### src/rtl/cache_write_interface.sv
// Purpose : accepts write transactions (id, beats-1, word address) and a stream of
//           IWIDTH-bit beats, and writes them to the cache SRAM one CWIDTH word per cycle.
//           Word addresses wrap inside the cache line. One completion response (id) is
//           returned per transaction.
// Latency : the first cache write happens 1 cycle after a beat is accepted. The response
//           becomes valid 1 cycle after the final word is written.
// Backpressure: OUT_ready and OUT_dready deassert when the header queue or the beat buffer
//           is full. IN_CACHE_ready low holds the pending access and retries it.
//           An unaccepted response (IN_bready low) blocks the final write of the next
//           transaction.
//
// Ports:
//   clk, rst                     clock, async active-high reset
//   IN_valid/OUT_ready           header handshake: IN_id, IN_len (beats-1), IN_addr
//   IN_dvalid/OUT_dready         beat handshake: IN_data (word 0 in LSBs), IN_dlast
//   OUT_bvalid/IN_bready         completion response: OUT_bid
//   OUT_CACHE_ce/we (active low) SRAM access: OUT_CACHE_addr, OUT_CACHE_data,
//                                accepted when IN_CACHE_ready is high
module cache_write_interface #(
  parameter int ADDR_BITS = 10,
  parameter int LEN_BITS  = 8,
  parameter int IWIDTH    = 128,
  parameter int CWIDTH    = 32,
  parameter int CL_WBITS  = 4,
  parameter int ID_LEN    = 2
) (
  input  logic                 clk,
  input  logic                 rst,
  // transaction header
  output logic                 OUT_ready,
  input  logic                 IN_valid,
  input  logic [ID_LEN-1:0]    IN_id,
  input  logic [LEN_BITS-1:0]  IN_len,
  input  logic [ADDR_BITS-1:0] IN_addr,
  // data beats
  output logic                 OUT_dready,
  input  logic                 IN_dvalid,
  input  logic [IWIDTH-1:0]    IN_data,
  input  logic                 IN_dlast,
  // write response
  input  logic                 IN_bready,
  output logic                 OUT_bvalid,
  output logic [ID_LEN-1:0]    OUT_bid,
  // cache SRAM port
  input  logic                 IN_CACHE_ready,
  output logic                 OUT_CACHE_ce,
  output logic                 OUT_CACHE_we,
  output logic [ADDR_BITS-1:0] OUT_CACHE_addr,
  output logic [CWIDTH-1:0]    OUT_CACHE_data
);

  localparam int WNUM     = IWIDTH / CWIDTH;
  localparam int SUB_BITS = $clog2(WNUM);
  localparam logic [SUB_BITS-1:0] SUB_LAST = SUB_BITS'(WNUM - 1);

  // One header-queue entry. beat counts the beats of this transaction already written.
  typedef struct packed {
    logic                 vld;
    logic [ID_LEN-1:0]    id;
    logic [LEN_BITS-1:0]  len;
    logic [ADDR_BITS-1:0] addr;
    logic [LEN_BITS-1:0]  beat;
  } hdr_t;

  hdr_t cur;
  hdr_t nxt;
  hdr_t new_hdr;

  // Beat buffer, viewed as WNUM cache words (word 0 = least significant).
  logic [WNUM-1:0][CWIDTH-1:0] bbuf_words;
  logic                        bbuf_vld;
  logic                        bbuf_last;
  logic [SUB_BITS-1:0]         sub;

  logic              rsp_vld;
  logic [ID_LEN-1:0] rsp_id;

  logic sub_last;
  logic beat_last;
  logic stall;
  logic issue;
  logic wr_ok;
  logic beat_done;
  logic finishing;
  logic hdr_acc;
  logic hdr_to_cur;
  logic beat_acc;
  logic [CL_WBITS-1:0] wp;

  assign new_hdr = '{vld: 1'b1, id: IN_id, len: IN_len, addr: IN_addr, beat: '0};

  // ---------------------------------------------------------------------------
  // Issue / completion decode
  // ---------------------------------------------------------------------------
  assign sub_last  = (sub == SUB_LAST);
  assign beat_last = (cur.beat == cur.len);

  // The final word is held back while an older response still occupies the
  // response register. Finishing in that state would overwrite the older response.
  assign stall     = cur.vld && sub_last && beat_last && rsp_vld && !IN_bready;
  assign issue     = cur.vld && bbuf_vld && !stall;
  assign wr_ok     = issue && IN_CACHE_ready;
  assign beat_done = wr_ok && sub_last;
  assign finishing = beat_done && beat_last;

  // Both ready signals look ahead to slots freed this cycle, so streams run without bubbles.
  assign OUT_ready  = !nxt.vld || finishing;
  assign OUT_dready = !bbuf_vld || beat_done;

  assign hdr_acc    = IN_valid && OUT_ready;
  assign beat_acc   = IN_dvalid && OUT_dready;
  // cur is free, or it is being vacated and no queued header is waiting to take it.
  assign hdr_to_cur = !cur.vld || (finishing && !nxt.vld);

  // Word offset within the transaction. Only the low CL_WBITS bits matter, because the
  // sum wraps inside the line.
  assign wp = CL_WBITS'({cur.beat, sub});

  // ---------------------------------------------------------------------------
  // Cache port
  // ---------------------------------------------------------------------------
  always_comb begin
    OUT_CACHE_ce   = !issue;
    OUT_CACHE_we   = !issue;
    OUT_CACHE_addr = {cur.addr[ADDR_BITS-1:CL_WBITS], cur.addr[CL_WBITS-1:0] + wp};
    OUT_CACHE_data = bbuf_words[sub];
  end

  assign OUT_bvalid = rsp_vld;
  assign OUT_bid    = rsp_id;

  // ---------------------------------------------------------------------------
  // Header queue
  // ---------------------------------------------------------------------------
  always_ff @(posedge clk or posedge rst) begin
    if (rst) begin
      cur <= '0;
    end else if (hdr_acc && hdr_to_cur) begin
      cur <= new_hdr;
    end else if (finishing) begin
      // Promote the queued header. If nxt is empty, this clears cur.vld.
      cur <= nxt;
    end else if (beat_done) begin
      cur.beat <= cur.beat + LEN_BITS'(1);
    end
  end

  always_ff @(posedge clk or posedge rst) begin
    if (rst) begin
      nxt <= '0;
    end else if (hdr_acc && !hdr_to_cur) begin
      nxt <= new_hdr;
    end else if (finishing) begin
      nxt.vld <= 1'b0;
    end
  end

  // ---------------------------------------------------------------------------
  // Beat buffer and sub-word pointer
  // ---------------------------------------------------------------------------
  always_ff @(posedge clk or posedge rst) begin
    if (rst) begin
      bbuf_vld   <= 1'b0;
      bbuf_last  <= 1'b0;
      bbuf_words <= '0;
    end else if (beat_acc) begin
      bbuf_vld   <= 1'b1;
      bbuf_last  <= IN_dlast;
      bbuf_words <= IN_data;
    end else if (beat_done) begin
      bbuf_vld <= 1'b0;
    end
  end

  // WNUM is a power of two, so the pointer returns to 0 after the last word on its own.
  always_ff @(posedge clk or posedge rst) begin
    if (rst) begin
      sub <= '0;
    end else if (wr_ok) begin
      sub <= sub + SUB_BITS'(1);
    end
  end

  // ---------------------------------------------------------------------------
  // Response register
  // ---------------------------------------------------------------------------
  always_ff @(posedge clk or posedge rst) begin
    if (rst) begin
      rsp_vld <= 1'b0;
      rsp_id  <= '0;
    end else if (finishing) begin
      rsp_vld <= 1'b1;
      rsp_id  <= cur.id;
    end else if (IN_bready) begin
      rsp_vld <= 1'b0;
    end
  end

  // The beat that completes a transaction must carry dlast.
  a_dlast_on_final: assert property (@(posedge clk) disable iff (rst) finishing |-> bbuf_last);

endmodule

### config.mk
export PLATFORM = sky130hd
export DESIGN_NAME = cache_write_interface
export DESIGN_NICKNAME = d
export VERILOG_FILES = /design/src/rtl/cache_write_interface.sv
export SDC_FILE = /design/constraint.sdc
export NUM_CORES = 1
export LEC_CHECK = 0
export CORE_AREA = 8 8 138 140
export DETAILED_ROUTE_END_ITERATION = 8
export DIE_AREA = 0 0 146 148
export DONT_BUFFER_PORTS = 1
export MAX_ROUTING_LAYER = met4
export PLACE_DENSITY = 0.67
export SYNTH_ARGS = -nofsm -noshare
export SYNTH_HDL_FRONTEND = slang
export SYNTH_SLANG_ARGS = --single-unit
### constraint.sdc
create_clock -name clk -period 6.7 [get_ports clk]
set_clock_uncertainty 0.2 [all_clocks]
set_input_delay 1.005 -clock clk [delete_from_list [all_inputs] [get_ports clk]]
set_output_delay 1.005 -clock clk [all_outputs]
set_load 0.01 [all_outputs]
==> impl_metrics.ini, run 1 <==
[synth]
synthArstFlopShare = 1.00
synth_nets = 723
synth_warnings = 0
synth_fa_ha_area_frac = 0.0100
synth_most_common_cell = dfrtp_1
syn-instance-count = 562
synthTopCellsByArea = dfrtp_1 (56%), mux2_1 (21%), mux4_2 (8.8%), mux2i_1 (2.6%), a21oi_1 (1.7%)
ys_types = 34
synth.cell_area_sq_mm = 0.00822
synthSimpleGateAreaFrac = 0.0364
synthFlopType = dfrtp_1
synthDominantCellAreaShare = 0.560
synth_xor_area_frac = 0.0138
synthMuxAreaShare = 0.320
synth_top_area_cell = dfrtp_1
synth_compound_area_frac = 0.0312
synth.avg_cell_area_sq_um = 14.6
synth_edf_count = 0
synth_top_family_by_area = multiplexers
ys_ff_latch = 184
synth_commonest_cells = dfrtp_1 (184), mux2_1 (151), mux4_2 (32)
ys_seq_area_frac = 0.560

[drt]
dr.pass1.iters = 4
ant_nets = 0
drcViolationCount = 0
wl_per_cell_microns = 21.5
drtIter0Drc = 191
num_vias = 4466
wl_mm = 17.2
vias_per_cell = 5.58

[setup_path]
crit_fanout = 36
required_ns = 5.49
cp-end-kind = output pin
cp-start-kind = register
crit_arrival_ns = 3.47
critical_path_class = reg2out

[place]
io_buffer_count = 0
hpwl_mm = 12.0
placed_cell_area_sq_mm = 0.00839
routabilityCongestion = 0.842

[clocking]
clk_path_buf_depth = 2
path_clk_slew_ns = 0.07
postCtsSetupBuffers = 0
cts_buffers = 17
h-tree-depth = 4
clk-insertion-delay-late_ns = 0.42
cts_tree = built
clock-sinks = 184
ctsHoldBuffers = 0
cts_resized = 0
root_buffer = clkbuf_16

[die]
rows = 48
fp.dieW_microns = 146
dieHeight_microns = 148
start_util = 0.486
ioPinCount = 204
fp.coreArea_sq_mm = 0.0169
die_area_sq_mm = 0.0216

[cells_and_area]
num-fill-cells = 1433
area.sequential_sq_mm = 0.00461
drive_gt1_frac = 0.142
fin_util = 0.535
fin_area_sq_mm = 0.00906
multi_input_comb_area_sq_mm = 0.00342
final_net_count = 706
synthToLayoutAreaGrowth_pct = 10.2

[sta]
relSlewSlack = 0.177
period_needed_ns = 4.67
hold_ws_ns = 0.283
worst_pin_slew_ns = 1.23
rsz0062_at_grt = false
finalSetupViolCount = 0
final-max-slew-violation-count = 0
max_freq_mhz = 214
hold_viol = 0
fin_tns_setup_ns = 0
fin_crit_sh = 0.697

[global_routing]
grt_antenna_before_repair = 18
grt_max_degree = 129
grt_pass1_vias = 4906
grt_use_met2 = 0.267
use_met1 = 0.185
busiest_layer = met2
grt_overflow = 0
grt_pass1_wl_mm = 27.2
grt_use_total = 0.168
met3_usage = 0.0700

[run_status]
outcome = complete, no violations

[pwr]
power.leakage_uw = 0.00394
ir_drop_mv = 0.247
p_per_area_mw_per_mm2 = 458

[min_path]
hold_path.class = reg2reg

[job]
maxCapViolCount = 0
## worst paths after layout
path	slack [ns]	endpoint	from	cells past startpoint
setup reg to reg	2.65	nxt[12]	sub[1]	7
min in group asynchronous	0.45	bbuf_words[21]	rst	1
max in group asynchronous	4.29	sub[1]	rst	2
hold reg to reg	0.28	bbuf_words[81]	bbuf_words[81]	1
hold / removal	0.28	bbuf_words[81]	bbuf_words[81]	1
setup / recovery	2.03	OUT_ready	sub[1]	5
## report_power, final
group / switching, uW / total, uW / internal, uW
registers: 283 / 1850 / 1560
clock network: 449 / 1060 / 610
logic: 589 / 1250 / 661
total: 1320 / 4150 / 2830
## state kept, by name (all words and copies together), names as in the netlist
| register | count |
|---|---|
| bbuf_vld | 1 |
| OUT_CACHE_addr | 6 |
| cur | 23 |
| OUT_bvalid | 1 |
| nxt | 21 |
| sub | 2 |
| bbuf_words | 128 |
| OUT_bid | 2 |
## through the flow
stage          cells  setup WS (ns)  power (uW)
2_1_floorplan    562          0.495        2840
3_3_place_gp     751           2.45        3070
3_5_place_dp     751           2.42        3160
4_1_cts          783           1.95        4230
5_1_grt          801           1.76        4400
6_report         801           2.03        4150
## routing by layer
metal	routed length (microns)	share of wire	vias up
met1	6680	0.39	2290
met4	378	0.022	0
met2	8910	0.52	144
li1	-	-	2007
met5	0	0	-
met3	1250	0.072	25
## critical path, cell delays in order, from the launching register on
cell and delay (ns):
dfrtp_2 1.04, ha_1 0.34, nand4_1 0.18, nor2_1 0.22, nand3_2 0.80, nand2_1 0.46
## logic make-up after synthesis
kind of cell    Yosys count
compound gates           45
simple gates             61
flops                   184
buf+inv                  49
xor+xnor                 13
mux                     204
fa+ha+maj                 6
## placed cells by master, fill, tap and decap left out, types with 2 or more instances in the layout
cell / instances
ha_1: 5
dfrtp_2: 2
dfrtp_1: 182
mux4_2: 32
bufinv_16: 3
clkinvlp_4: 2
nor2_1: 26
clkinv_4: 3
a21oi_1: 28
and3_1: 2
nand2_1: 17
o21ai_1: 4
clkbuf_16: 17
nand2b_1: 4
o22ai_1: 3
inv_6: 2
nand3_1: 4
buf_4: 3
o211ai_1: 2
xor2_1: 9
xnor2_1: 4
diode_2: 18
nor4_4: 2
inv_1: 8
mux2_1: 151
mux2i_1: 20
inv_8: 4
## area by class of cell
type | instances | share of cell area
flip-flops and latches | 184 | 0.508
multi-input cells | 329 | 0.377
clock buffers | 18 | 0.0485
well taps | 225 | 0.0311
clock inverters | 14 | 0.0210
diodes | 18 | 0.00497
repair buffers | 4 | 0.00469
inverters | 9 | 0.00428
Note: power is estimated with default switching activity, not from simulation.
==> run 2, diff against run 1 <==
==> constraint.sdc (replaced) <==
create_clock -name clk -period 4.55 [get_ports clk]
set_clock_uncertainty 0.2 [all_clocks]
set_input_delay 0.6825 -clock clk [delete_from_list [all_inputs] [get_ports clk]]
set_output_delay 0.6825 -clock clk [all_outputs]
set_load 0.01 [all_outputs]
==> run 2 against run 1 <==
Setup slack got worse by 0.90 ns. First-iteration DRC count shrank 4.7%. Global-route usage is 0.098 points higher. Critical path depth did not move. Cell count is 0.25% higher. Combinational power up 54%. Core utilization shrank 0.26 points. Sequential power grew 44%. Die area is the same. Count of clock-buffer cells in the layout rose by 5. Critical path type unchanged. Largest power group unchanged.
==> impl_metrics.ini, run 2 (synthesis results as in run 1) <==
[cells_and_area]
fin_area_sq_mm = 0.00902
fin_util = 0.533
largest_reg_flops = 128
num-fill-cells = 1433
final_net_count = 709
final_cell_mix = dfrtp_1 (182), mux2_1 (151), mux4_2 (32), a21oi_1 (28), nor2_1 (26)
regMostFlops = bbuf_words
synthToLayoutAreaGrowth_pct = 9.66
drive_gt1_frac = 0.141
reg_top3 = bbuf_words x128, cur x23, nxt x21
layout_commonest_cell = dfrtp_1

[sta]
max_freq_mhz = 292
setup_ws_ns = 1.13
rsz0062_at_grt = false
final-max-slew-violation-count = 0
hold_viol = 0
period_needed_ns = 3.42
relSlewSlack = 0.185
fin_crit_sh = 0.752
worst_pin_slew_ns = 1.22
fin_tns_setup_ns = 0
finalSetupViolCount = 0

[die]
rows = 48
dieHeight_microns = 148
start_util = 0.486
die_area_sq_mm = 0.0216
ioPinCount = 204
fp.coreArea_sq_mm = 0.0169
fp.dieW_microns = 146

[drt]
dr.pass1.iters = 6
drcViolationCount = 0
drtIter0Drc = 182
wl_mm = 17.5
wl_per_cell_microns = 21.8
num_vias = 4470
vias_per_cell = 5.57
ant_nets = 0

[min_path]
hold_path.class = in2async

[place]
hpwl_mm = 12.4
routabilityCongestion = 0.814
io_buffer_count = 0
placed_cell_area_sq_mm = 0.00842
dp_slack_ns = 1.47

[clocking]
clk_path_buf_depth = 2
ctsHoldBuffers = 0
path_clk_slew_ns = 0.06
cts_buffers = 17
clock-sinks = 184
postCtsSetupBuffers = 0
root_buffer = clkbuf_16
cts_tree = built
cts_resized = 0
clk-insertion-delay-late_ns = 0.41
h-tree-depth = 4

[pwr]
total_power_uw = 5950
power.leakage_uw = 0.00390
p_per_area_mw_per_mm2 = 660
ir_drop_mv = 0.292

[setup_path]
required_ns = 3.67
critical_path_class = reg2out
cp-end-kind = output pin
worstReg2RegStart = cur[0]
cp-start-kind = register
crit_fanout = 30
r2r_end = bbuf_words[23]
crit_arrival_ns = 2.54
r2r_cells = 6
reg2reg_slack_ns = 1.53

[global_routing]
grt_overflow = 0
grt_max_degree = 129
grt_pass1_vias = 4932
grt_pass1_wl_mm = 27.5
grt_use_total = 0.169
grt_antenna_before_repair = 17

[run_status]
outcome = complete, no violations

[job]
maxCapViolCount = 0
==> run 2: area by class of cell <==
type | count | area [sq um] | area share
well taps | 225 | 282 | 0.0312
clock inverters | 8 | 63.8 | 0.00708
multi-input cells | 329 | 3420 | 0.379
repair buffers | 7 | 77.6 | 0.00860
flip-flops and latches | 184 | 4610 | 0.511
inverters | 9 | 37.5 | 0.00416
diodes | 18 | 45.0 | 0.00499
clock buffers | 23 | 488 | 0.0541
==> run 2: through the flow <==
step                std cells  hold slack, ns
detailed placement        754           0.269
CTS                       785          0.0754
floorplan                 562           0.252
global placement          754           0.262
finish                    803          0.0650
global route              802           0.110
==> run 2: power by group <==
group	leakage, uW	switching [uW]	internal [uW]
Sequential	0.00220	357	2300
Clock	0.000255	610	759
Combinational	0.00145	946	978
Total	0.00390	1910	4040
==> run 2: critical path, cell delays in order, from the launching register on <==
cell,delay (ns)
dfrtp_2,0.47
buf_4,0.57
ha_1,0.29
inv_1,0.06
fa_1,0.37
xnor2_1,0.34
==> run 2: worst max-delay path by stage <==
stage / from / end / slack [ns] / cells after the start
3_5_place_dp: sub[0] / OUT_CACHE_addr[2] / 1.47 / 5
5_1_grt: sub[0] / OUT_CACHE_addr[2] / 0.93 / 5
3_3_place_gp: sub[0] / OUT_CACHE_addr[2] / 1.48 / 5
6_report: sub[0] / OUT_CACHE_addr[2] / 1.13 / 5
4_1_cts: sub[0] / OUT_CACHE_addr[2] / 1.01 / 5
2_1_floorplan: rst / OUT_CACHE_addr[4] / 1.30 / 1
==> run 2: metal layers <==
| metal | GRT usage | routed length [microns] |
|---|---|---|
| met1 | 0.187 | 7000 |
| met2 | 0.274 | 9070 |
| met3 | 0.0770 | 1270 |
| met4 | 0.0422 | 135 |
| met5 | - | 0 |
==> run 3, diff against run 2 <==
--- a/config.mk
+++ b/config.mk
@@ -10,7 +10,7 @@
 export DIE_AREA = 0 0 146 148
 export DONT_BUFFER_PORTS = 1
 export MAX_ROUTING_LAYER = met4
-export PLACE_DENSITY = 0.67
+export PLACE_DENSITY = 0.69
 export SYNTH_ARGS = -nofsm -noshare
 export SYNTH_HDL_FRONTEND = slang
 export SYNTH_SLANG_ARGS = --single-unit
==> constraint.sdc (replaced) <==
create_clock -name clk -period 3 [get_ports clk]
set_clock_uncertainty 0.2 [all_clocks]
set_input_delay 0.45 -clock clk [delete_from_list [all_inputs] [get_ports clk]]
set_output_delay 0.45 -clock clk [all_outputs]
set_load 0.01 [all_outputs]
==> run 3 against run 2 <==
First-iteration DRC count down 2.2%. Combinational power up 64%. Global-route usage up 2.2 points. Sequential cell count unchanged. Core utilization rose by 9.5 points. Count of clock-buffer cells in the layout fell by 5. Routed wire length is 12% higher. Hold slack worse by 0.035 ns. Sequential share of layout area down 7.7 points. Setup slack lost 0.98 ns.
==> impl_metrics.ini, run 3 (synthesis results as in run 1) <==
[sta]
period_needed_ns = 2.85
hold_viol = 0
final-max-slew-violation-count = 0
setup_ws_ns = 0.147
relSlewSlack = 0.179
fin_crit_sh = 0.951
hold_ws_ns = 0.0304
finalSetupViolCount = 0
worst_pin_slew_ns = 1.23
max_freq_mhz = 350
rsz0062_at_grt = false

[setup_path]
worstReg2RegStart = sub[0]
cp-end-kind = output pin
critical_path_class = reg2out
crit_arrival_ns = 2.20
required_ns = 2.35
r2r_cells = 6
critPathLaunch = cur[3]
crit_fanout = 10
cp-start-kind = register

[pwr]
power.leakage_uw = 0.00460
power_frac_seq = 0.431
p_sw_frac = 0.330
combPwrFrac = 0.333
power_switching_uw = 3110
ir_drop_mv = 0.517
p_int_uw = 6320
p_per_area_mw_per_mm2 = 888
p_clk_frac = 0.236
total_power_uw = 9430

[die]
rows = 48
ioPinCount = 204
fp.coreArea_sq_mm = 0.0169
die_area_sq_mm = 0.0216
dieHeight_microns = 148
start_util = 0.486
fp.dieW_microns = 146

[drt]
wl_mm = 19.5
wl_per_cell_microns = 20.7
num_vias = 5107
dr.pass1.iters = 4
drtIter0Drc = 178
drcViolationCount = 0
vias_per_cell = 5.40
ant_nets = 0

[global_routing]
grt_antenna_before_repair = 2
grt_use_total = 0.191
grt_pass1_vias = 5784
grt_max_degree = 68
grt_overflow = 0
grt_pass1_wl_mm = 31.5

[cells_and_area]
reg_top3 = bbuf_words x128, cur x23, nxt x21
fin_area_sq_mm = 0.0106
largest_reg_flops = 128
final_net_count = 867
drive_gt1_frac = 0.122
final_cell_mix = dfrtp_1 (182), mux2_1 (151), dlygate4sd3_1 (151), mux4_2 (32), a21oi_1 (28)
synthToLayoutAreaGrowth_pct = 29.2
regMostFlops = bbuf_words
fin_util = 0.627
layout_commonest_cell = dfrtp_1

[clocking]
clk-insertion-delay-late_ns = 0.42
cts_tree = built
path_clk_slew_ns = 0.07
postCtsSetupBuffers = 0
clk_path_buf_depth = 2
h-tree-depth = 4
clock-sinks = 184
root_buffer = clkbuf_16
cts_buffers = 17

[place]
routabilityCongestion = 0.767
placed_cell_area_sq_mm = 0.00851
hpwl_mm = 13.0
dp_slack_ns = 0.315
io_buffer_count = 0

[min_path]
hold_path.class = in2reg
min_from = IN_len[1]
min_path_cells = 2

[run_status]
outcome = complete, no violations

[job]
maxCapViolCount = 0
[run 3: cell types whose count changed in the layout (fill, tap and decap cells not counted), moves of 2 or more]
| cell | previous run | this run |
|---|---|---|
| clkinv_8 | 0 | 2 |
| dlygate4sd3_1 | 0 | 151 |
| buf_12 | 2 | 5 |
| buf_4 | 5 | 8 |
| diode_2 | 18 | 2 |
| clkbuf_8 | 4 | 0 |
| clkinvlp_4 | 6 | 4 |
| clkinv_4 | 1 | 3 |
| inv_8 | 0 | 3 |
[run 3: cell type report]
class                           count  area (sq um)
Tap cell                          225           282
Antenna cell                        2          5.00
Fill cell                        1246          6310
Timing Repair Buffer              165          1680
Inverter                            9          37.5
Clock inverter                     14           163
Sequential cell                   184          4610
Multi-Input combinational cell    329          3420
Clock buffer                       18           429
[run 3: timing repair]
| action | 4_1_cts | 5_1_grt |
|---|---|---|
| hold endpoints to repair | 198 | 0 |
| setup endpoints to repair | 0 | 2 |
| hold buffers | 151 | 0 |
| gates resized for setup | 0 | 1 |
[run 3: metal layers]
layer  part of all wire  wire length, microns  track usage
met1               0.39                  7620        0.212
met2               0.53                 10400        0.323
met3              0.064                  1240       0.0618
met4              0.015                   301       0.0608
met5                  0                     0            -
[run 3: worst paths after layout]
path / to / slack (ns)
worst max-delay path: OUT_dready / 0.15
worst min-delay path: cur[19] / 0.03
worst max register to register: cur[23] / 0.28
worst min register to register: bbuf_words[84] / 0.28
max in group asynchronous: nxt[22] / 1.35
min in group asynchronous: bbuf_words[53] / 0.45
[run 3: power groups by stage]
stage	combinational, uW	clock (uW)	sequential (uW)
global placement	2900	0	4010
CTS	3190	2280	4060
global route	3400	2400	4200
floorplan	2500	0	3850
finish	3140	2220	4070
detailed placement	3010	0	4110
[run 3: stage by stage]
step           std cells  setup TNS (ns)
6_report             946               0
2_1_floorplan        562           -2.67
5_1_grt              946               0
3_5_place_dp         761               0
3_3_place_gp         761               0
4_1_cts              944               0
[run 3: worst max-delay path: stages, from the launching register on]
cell     delay (ns)
dfrtp_1        0.44
xor2_1         0.19
nor4_4         0.49
a41o_1         0.31
buf_4          0.20
nand2_1        0.15
